--- src/rtl/vector_processor_defs.svh ---
// vector_processor_defs.svh
// Shared width macros for the vector processor datapath.
// MAX_VLEN is the widest vector register, in bits, that any unit handles.
`ifndef VECTOR_PROCESSOR_DEFS_SVH
`define VECTOR_PROCESSOR_DEFS_SVH

`define MAX_VLEN 128

`endif

--- src/rtl/vec_issue_pkg.sv ---
// vec_issue_pkg
// Shared types and constants for the vector issue/sequencing controller.
//   issue_state_e : FSM state encoding
//   OP_*          : execution-unit operation codes
//   SEW*_OH       : one-hot SEW/EEW selects for the execution unit
package vec_issue_pkg;

    typedef enum logic [2:0] {
        ST_IDLE     = 3'd0,
        ST_EXEC     = 3'd1,
        ST_MUL_ARM  = 3'd2,
        ST_MUL_WAIT = 3'd3,
        ST_WB       = 3'd4
    } issue_state_e;

    localparam logic [2:0] OP_ADD   = 3'b000;
    localparam logic [2:0] OP_SHIFT = 3'b001;
    localparam logic [2:0] OP_MUL   = 3'b011;
    localparam logic [2:0] OP_IDLE  = 3'b111;

    localparam logic [6:0] SEW8_OH  = 7'b0001000;
    localparam logic [6:0] SEW16_OH = 7'b0010000;
    localparam logic [6:0] SEW32_OH = 7'b0100000;

endpackage

--- src/rtl/vec_issue_perf_cnt.sv ---
// vec_issue_perf_cnt
// Free-running 32-bit performance counters for the issue controller.
// Both counters wrap naturally at 2^32.
// Ports:
//   clk, reset : clock and synchronous active-high reset
//   op_done    : one completed writeback handshake this cycle
//   busy       : controller is not idle this cycle
//   perf_ops   : count of completed operations
//   perf_busy  : count of non-idle cycles
module vec_issue_perf_cnt
    import vec_issue_pkg::*;
(
    input  logic        clk,
    input  logic        reset,
    input  logic        op_done,
    input  logic        busy,
    output logic [31:0] perf_ops,
    output logic [31:0] perf_busy
);

    always_ff @(posedge clk) begin
        if (reset) begin
            perf_ops  <= '0;
            perf_busy <= '0;
        end else begin
            if (op_done) begin
                perf_ops <= perf_ops + 32'd1;
            end
            if (busy) begin
                perf_busy <= perf_busy + 32'd1;
            end
        end
    end

endmodule

--- src/rtl/vec_exec_issue_ctrl.sv ---
// vec_exec_issue_ctrl
// Issue/sequencing controller between vector decode and register-file
// writeback. Accepts one decoded op, holds it stable on the execution-unit
// inputs for one cycle (add) or until the multiplier reports done (mul, with
// a timeout), then presents the captured result to writeback.
// Optional feature macro: VEC_ISSUE_PERF_EN (builds the perf counters;
// otherwise perf_ops/perf_busy are tied to 0).
// Ports:
//   clk, reset                      : clock, synchronous active-high reset
//   issue_*                         : decode handshake and operation fields
//   eu_* (out)                      : execution-unit operands and controls
//   eu_result, eu_count_0 (in)      : execution-unit result and mul done
//   wb_valid/wb_ready, wb_data,
//   wb_vd, wb_err                   : writeback handshake and payload
//   perf_ops, perf_busy             : performance counters
`include "vector_processor_defs.svh"

module vec_exec_issue_ctrl
    import vec_issue_pkg::*;
#(
    parameter int VLEN        = `MAX_VLEN,
    parameter int MUL_TIMEOUT = 64
) (
    input  logic            clk,
    input  logic            reset,

    input  logic            issue_valid,
    output logic            issue_ready,
    input  logic [2:0]      issue_op,
    input  logic [6:0]      issue_sew,
    input  logic            issue_ctrl,
    input  logic            issue_signed,
    input  logic            issue_mul_low,
    input  logic            issue_mul_high,
    input  logic            issue_rsub,
    input  logic [VLEN-1:0] issue_vs1,
    input  logic [VLEN-1:0] issue_vs2,
    input  logic [4:0]      issue_vd,

    output logic [VLEN-1:0] eu_data_1,
    output logic [VLEN-1:0] eu_data_2,
    output logic            eu_ctrl,
    output logic            eu_signed_mode,
    output logic            eu_mul_low,
    output logic            eu_mul_high,
    output logic            eu_reverse_sub,
    output logic [6:0]      eu_sew_eew,
    output logic [2:0]      eu_execution_op,
    input  logic [VLEN-1:0] eu_result,
    input  logic            eu_count_0,

    output logic            wb_valid,
    input  logic            wb_ready,
    output logic [VLEN-1:0] wb_data,
    output logic [4:0]      wb_vd,
    output logic            wb_err,

    output logic [31:0]     perf_ops,
    output logic [31:0]     perf_busy
);

    // A timeout of 1 still needs a one-bit counter so the compare is legal.
    localparam int CNT_W = (MUL_TIMEOUT > 1) ? $clog2(MUL_TIMEOUT) : 1;
    localparam logic [CNT_W-1:0] CNT_LAST = CNT_W'(MUL_TIMEOUT - 1);

    issue_state_e state;
    issue_state_e state_next;

    logic [VLEN-1:0]  vs1_q;
    logic [VLEN-1:0]  vs2_q;
    logic [2:0]       op_q;
    logic [6:0]       sew_q;
    logic             ctrl_q;
    logic             signed_q;
    logic             mul_low_q;
    logic             mul_high_q;
    logic             rsub_q;
    logic [CNT_W-1:0] timeout_cnt;
    logic             timeout_hit;
    logic             eu_active;

    assign timeout_hit = (timeout_cnt == CNT_LAST);

    always_ff @(posedge clk) begin
        if (reset) begin
            state <= ST_IDLE;
        end else begin
            state <= state_next;
        end
    end

    // MUL_ARM never looks at eu_count_0: a done level left over from the
    // previous multiply would otherwise be taken as this one's result.
    always_comb begin
        state_next = state;
        case (state)
            ST_IDLE: begin
                if (issue_valid) begin
                    case (issue_op)
                        OP_ADD:  state_next = ST_EXEC;
                        OP_MUL:  state_next = ST_MUL_ARM;
                        default: state_next = ST_WB;
                    endcase
                end
            end
            ST_EXEC:     state_next = ST_WB;
            ST_MUL_ARM:  state_next = ST_MUL_WAIT;
            ST_MUL_WAIT: begin
                if (eu_count_0 || timeout_hit) begin
                    state_next = ST_WB;
                end
            end
            ST_WB: begin
                if (wb_ready) begin
                    state_next = ST_IDLE;
                end
            end
            default: state_next = ST_IDLE;
        endcase
    end

    // issue_ready is masked by reset so it reads 0 during the reset cycle.
    always_comb begin
        issue_ready     = (state == ST_IDLE) && !reset;
        wb_valid        = (state == ST_WB);
        eu_active       = (state == ST_EXEC) || (state == ST_MUL_ARM) ||
                          (state == ST_MUL_WAIT);
        eu_data_1       = '0;
        eu_data_2       = '0;
        eu_ctrl         = 1'b0;
        eu_signed_mode  = 1'b0;
        eu_mul_low      = 1'b0;
        eu_mul_high     = 1'b0;
        eu_reverse_sub  = 1'b0;
        eu_sew_eew      = '0;
        eu_execution_op = OP_IDLE;
        if (eu_active) begin
            eu_data_1       = vs1_q;
            eu_data_2       = vs2_q;
            eu_ctrl         = ctrl_q;
            eu_signed_mode  = signed_q;
            eu_mul_low      = mul_low_q;
            eu_mul_high     = mul_high_q;
            eu_reverse_sub  = rsub_q;
            eu_sew_eew      = sew_q;
            eu_execution_op = op_q;
        end
    end

    // Operand capture on accept, result capture at the end of EXEC or the
    // MUL_WAIT cycle that sees done; a timeout or unsupported op reports 0
    // with the error flag set. A done in the timeout cycle still wins.
    always_ff @(posedge clk) begin
        if (reset) begin
            vs1_q       <= '0;
            vs2_q       <= '0;
            op_q        <= OP_IDLE;
            sew_q       <= '0;
            ctrl_q      <= 1'b0;
            signed_q    <= 1'b0;
            mul_low_q   <= 1'b0;
            mul_high_q  <= 1'b0;
            rsub_q      <= 1'b0;
            timeout_cnt <= '0;
            wb_data     <= '0;
            wb_vd       <= '0;
            wb_err      <= 1'b0;
        end else begin
            case (state)
                ST_IDLE: begin
                    if (issue_valid) begin
                        vs1_q      <= issue_vs1;
                        vs2_q      <= issue_vs2;
                        op_q       <= issue_op;
                        sew_q      <= issue_sew;
                        ctrl_q     <= issue_ctrl;
                        signed_q   <= issue_signed;
                        mul_low_q  <= issue_mul_low;
                        mul_high_q <= issue_mul_high;
                        rsub_q     <= issue_rsub;
                        wb_vd      <= issue_vd;
                        wb_data    <= '0;
                        wb_err     <= !((issue_op == OP_ADD) || (issue_op == OP_MUL));
                    end
                end
                ST_EXEC: begin
                    wb_data <= eu_result;
                end
                ST_MUL_ARM: begin
                    timeout_cnt <= '0;
                end
                ST_MUL_WAIT: begin
                    if (eu_count_0) begin
                        wb_data <= eu_result;
                    end else if (timeout_hit) begin
                        wb_data <= '0;
                        wb_err  <= 1'b1;
                    end else begin
                        timeout_cnt <= timeout_cnt + 1'b1;
                    end
                end
                default: begin
                end
            endcase
        end
    end

`ifdef VEC_ISSUE_PERF_EN
    logic wb_fire;
    logic fsm_busy;

    assign wb_fire  = wb_valid && wb_ready;
    assign fsm_busy = (state != ST_IDLE);

    vec_issue_perf_cnt u_perf_cnt (
        .clk       (clk),
        .reset     (reset),
        .op_done   (wb_fire),
        .busy      (fsm_busy),
        .perf_ops  (perf_ops),
        .perf_busy (perf_busy)
    );
`else
    assign perf_ops  = '0;
    assign perf_busy = '0;
`endif

endmodule

--- config.mk ---
export PLATFORM = sky130hd
export DESIGN_NAME = vec_exec_issue_ctrl
export DESIGN_NICKNAME = d
export VERILOG_FILES = /design/src/rtl/vec_issue_pkg.sv /design/src/rtl/vec_issue_perf_cnt.sv /design/src/rtl/vec_exec_issue_ctrl.sv
export VERILOG_INCLUDE_DIRS = /design/src /design/src/rtl
export SDC_FILE = /design/constraint.sdc
export NUM_CORES = 1
export LEC_CHECK = 0
export CAP_MARGIN = 20
export CORE_AREA = 3 3 345 347
export DETAILED_ROUTE_END_ITERATION = 6
export DIE_AREA = 0 0 348 350
export GPL_TIMING_DRIVEN = 0
export SLEW_MARGIN = 30
export SYNTH_ARGS = -nofsm -noshare
export SYNTH_HDL_FRONTEND = slang
export SYNTH_SLANG_ARGS = --single-unit
--- constraint.sdc ---
create_clock -name clk -period 1.8 [get_ports clk]
set_clock_uncertainty 0.05 [all_clocks]
set_input_delay 0.54 -clock clk [delete_from_list [all_inputs] [get_ports clk]]
set_output_delay 0.54 -clock clk [all_outputs]
set_load 0.05 [all_outputs]
==> results.json <==
{
  "status": "finished with violations",
  "violations": "setup timing",
  "grt_max_degree": 15,
  "arrival_ps": 2040,
  "postPlaceCellArea_sq_um": 27470,
  "drtIter0Drc": 789,
  "insertion_delay_ps": 620,
  "die_w_um": 348,
  "max_freq_mhz": 379.9,
  "fin_total_pwr_mw": 25.72,
  "clock_sinks": 414,
  "finalSetupViolCount": 410,
  "critPathKind": "reg2out",
  "ios": 880,
  "dp_hpwl_um": 66020,
  "r2r_end": "wb_data[105]",
  "avgSynthCellArea_sq_um": 8.427,
  "finalMaxSlewViolations": 0,
  "first_pass_iters": 7,
  "synth_xor_area_frac": 0.0005390,
  "powerDensity_nw_per_um2": 796.5,
  "gp_congestion": 0.8477,
  "synth_area_sq_um": 16250,
  "port_buffers": 814,
  "synth_cell_type_count": 37,
  "timing.hold.ws_ps": 401.1,
  "vdd_drop_max_uv": 759.8,
  "worstSetupEndpointType": "output port",
  "cp.required_ps": 1210,
  "final.setup.tns_ps": -208620,
  "antenna_found_initial": 16,
  "post-route-period-util": 1.462,
  "yosys-mux-area-fraction": 0.0006160,
  "start_kind": "register",
  "ant_nets": 0,
  "leakagePower_nw": 13.22,
  "hp-class": "reg2reg",
  "final-hold-violation-count": 0,
  "clkSlewWorstSetupHoldPaths_ps": 60,
  "synthAdderAreaFrac": 0.0007701,
  "cts_buffers": 51,
  "yosys_warnings": 0,
  "vias": 16870,
  "tightest_slew_ps": 699.8,
  "grt_pass1_wl_um": 114400,
  "period_needed_ps": 2632,
  "rows": 125,
  "synth_cells": 1928,
  "core_sq_um": 116200,
  "ys.flop_type": "dfxtp_1",
  "ys_ff_latch": 414,
  "synth_compound_area_frac": 0.1616,
  "whs_path_depth": 2,
  "drive_gt1_frac": 0.3729,
  "drt-total-wl_um": 86450,
  "r2r-start": "state[0]",
  "chipHeight_um": 350,
  "grt_overflow": 0,
  "area_growth_pct": 98.72,
  "grt_usage": 0.1285,
  "h-tree-depth": 2,
  "holdBufCountCts": 0,
  "synth_top_family_by_area": "simple AND/OR/NAND/NOR gates",
  "fin_cells": 4470,
  "synth-edff-count": 0,
  "clockBufferDepth": 3,
  "start_util": 0.1398,
  "reg2regPathDepth": 7,
  "critPathMaxFanout": 7,
  "first_global_vias": 16310,
  "layout_setup_ws_ps": -831.9,
  "cts-root-buf": "clkbuf_16",
  "max_cap_violations": 0,
  "max_slew_margin": 0.5335,
  "regToRegSetupSlack_ps": -40,
  "synth-simple-area-share": 0.2493,
  "wl_per_cell_um": 19.34,
  "design_area_sq_um": 32290,
  "cts_tree": "built",
  "rsz0062_at_grt": "true",
  "dieArea_sq_um": 121800,
  "fillers": 12240,
  "seq_area_frac_synth": 0.5101,
  "finalNetCount": 3312,
  "hold_path_end": "vs2_q[16]",
  "ys_async_sr_fraction": 0,
  "dp_cells": 4329,
  "viasPerCell": 3.774,
  "min_from": "vs2_q[16]",
  "drcViolationCount": 0
}
==> through the flow <==
step	setup WS, ps	utilization
floorplan	-263.8	-
global route	-921.3	0.2778
detailed placement	-1707	0.2364
global placement	-1673	0.2363
finish	-831.9	0.2779
CTS	-1003	0.2529
==> cell families (layout without fill, tap and decap cells) <==
logic type	count (synthesis)	in the layout
compound gates	419	419
xor+xnor	1	1
fa+ha+maj	1	1
buf+inv	219	1170
flops	414	414
mux	1	1
other cells	1	68
simple gates	872	872
==> power by group <==
part           internal, mW  leakage, nW  switching (mW)
clock                  6.71        0.881            4.37
combinational          2.14         8.91            2.55
sequential             9.67         3.43           0.284
total                  18.5         13.2            7.20
==> per-layer routing <==
| layer | part of all wire | vias to the layer above | track usage |
|---|---|---|---|
| li1 | - | 8173 | - |
| met1 | 0.41 | 7907 | 0.1557 |
| met2 | 0.47 | 666 | 0.2119 |
| met3 | 0.090 | 116 | 0.04696 |
| met4 | 0.027 | 6 | 0.03979 |
| met5 | 0.00047 | - | 0 |
==> flip-flops by register name, indices dropped and copies added, names as in the netlist, 3 cells and up <==
register / flops
vs2_q: 128
vs1_q: 128
state: 3
sew_q: 7
wb_vd: 5
wb_data: 128
timeout_cnt: 6
op_q: 3
==> cell usage in the layout, fill, tap and decap left out, drive strengths merged, types with 2 or more instances in the layout <==
master	count
a21oi	277
a22o	128
a31oi	5
and2	268
buf	587
bufinv	6
clkbuf	156
clkdlybuf4s50	407
clkinv	7
clkinvlp	2
conb	64
dfxtp	414
diode	4
inv	5
nand2	561
nand3	6
nand3b	5
nand4	2
nor2	8
nor3	9
nor4	3
o211ai	2
o21a	3
o21ai	2
or3	4
==> worst max-delay path by stage <==
stage / from / end / slack (ps) / cells past startpoint
2_1_floorplan: reset / issue_ready / -260 / 3
3_3_place_gp: state[1] / eu_data_2[11] / -1670 / 6
3_5_place_dp: state[1] / eu_data_2[11] / -1710 / 6
4_1_cts: state[1] / eu_data_1[41] / -1000 / 8
5_1_grt: state[1] / eu_data_1[99] / -920 / 7
6_report: state[2] / eu_data_2[122] / -830 / 6
==> timing repair <==
action | 4_1_cts | 5_1_grt
gates resized for setup | 1724 | 1626
endpoints found under the hold margin | 0 | 0
gates cloned | 3 | 22
pin swaps | 12 | 36
endpoints found under the setup margin | 812 | 813
setup buffers | 6 | 16
==> critical path, stage by stage, from the launching register on <==
cell and delay, ps:
dfxtp_4 370, nor2_4 180, buf_12 170, buf_16 170, clkbuf_16 170, and2_4 170, buf_8 150
==> cell usage after synthesis (2+ instances only) <==
library cell	count	area, sq um
a21oi_1	277	1386
a22o_1	128	1121
a31oi_1	5	31.28
and2_1	268	1677
buf_2	69	345.3
buf_4	67	503.0
buf_6	12	135.1
clkbuf_1	68	255.2
dfxtp_1	414	8288
inv_1	3	11.26
nand2_1	561	2106
nand3_1	6	30.03
nand3b_1	4	30.03
nand4_1	2	12.51
nor2_1	6	22.52
nor2_2	2	12.51
nor3_1	8	40.04
nor4_1	3	18.77
o21a_1	3	22.52
o21ai_0	2	10.01
or3_1	4	25.02
==> final cells by class <==
cell class / instances / area (sq um) / area share
repair buffers: 860 / 10480 / 0.3245
flip-flops and latches: 414 / 8429 / 0.2611
multi-input cells: 1358 / 7712 / 0.2389
plain buffers: 214 / 1938 / 0.06002
well taps: 1524 / 1907 / 0.05906
clock buffers: 76 / 1520 / 0.04708
clock inverters: 17 / 281.5 / 0.008719
inverters: 3 / 11.26 / 0.0003488
diodes: 4 / 10.01 / 0.0003100
Note: power is estimated with default switching activity, not from simulation.
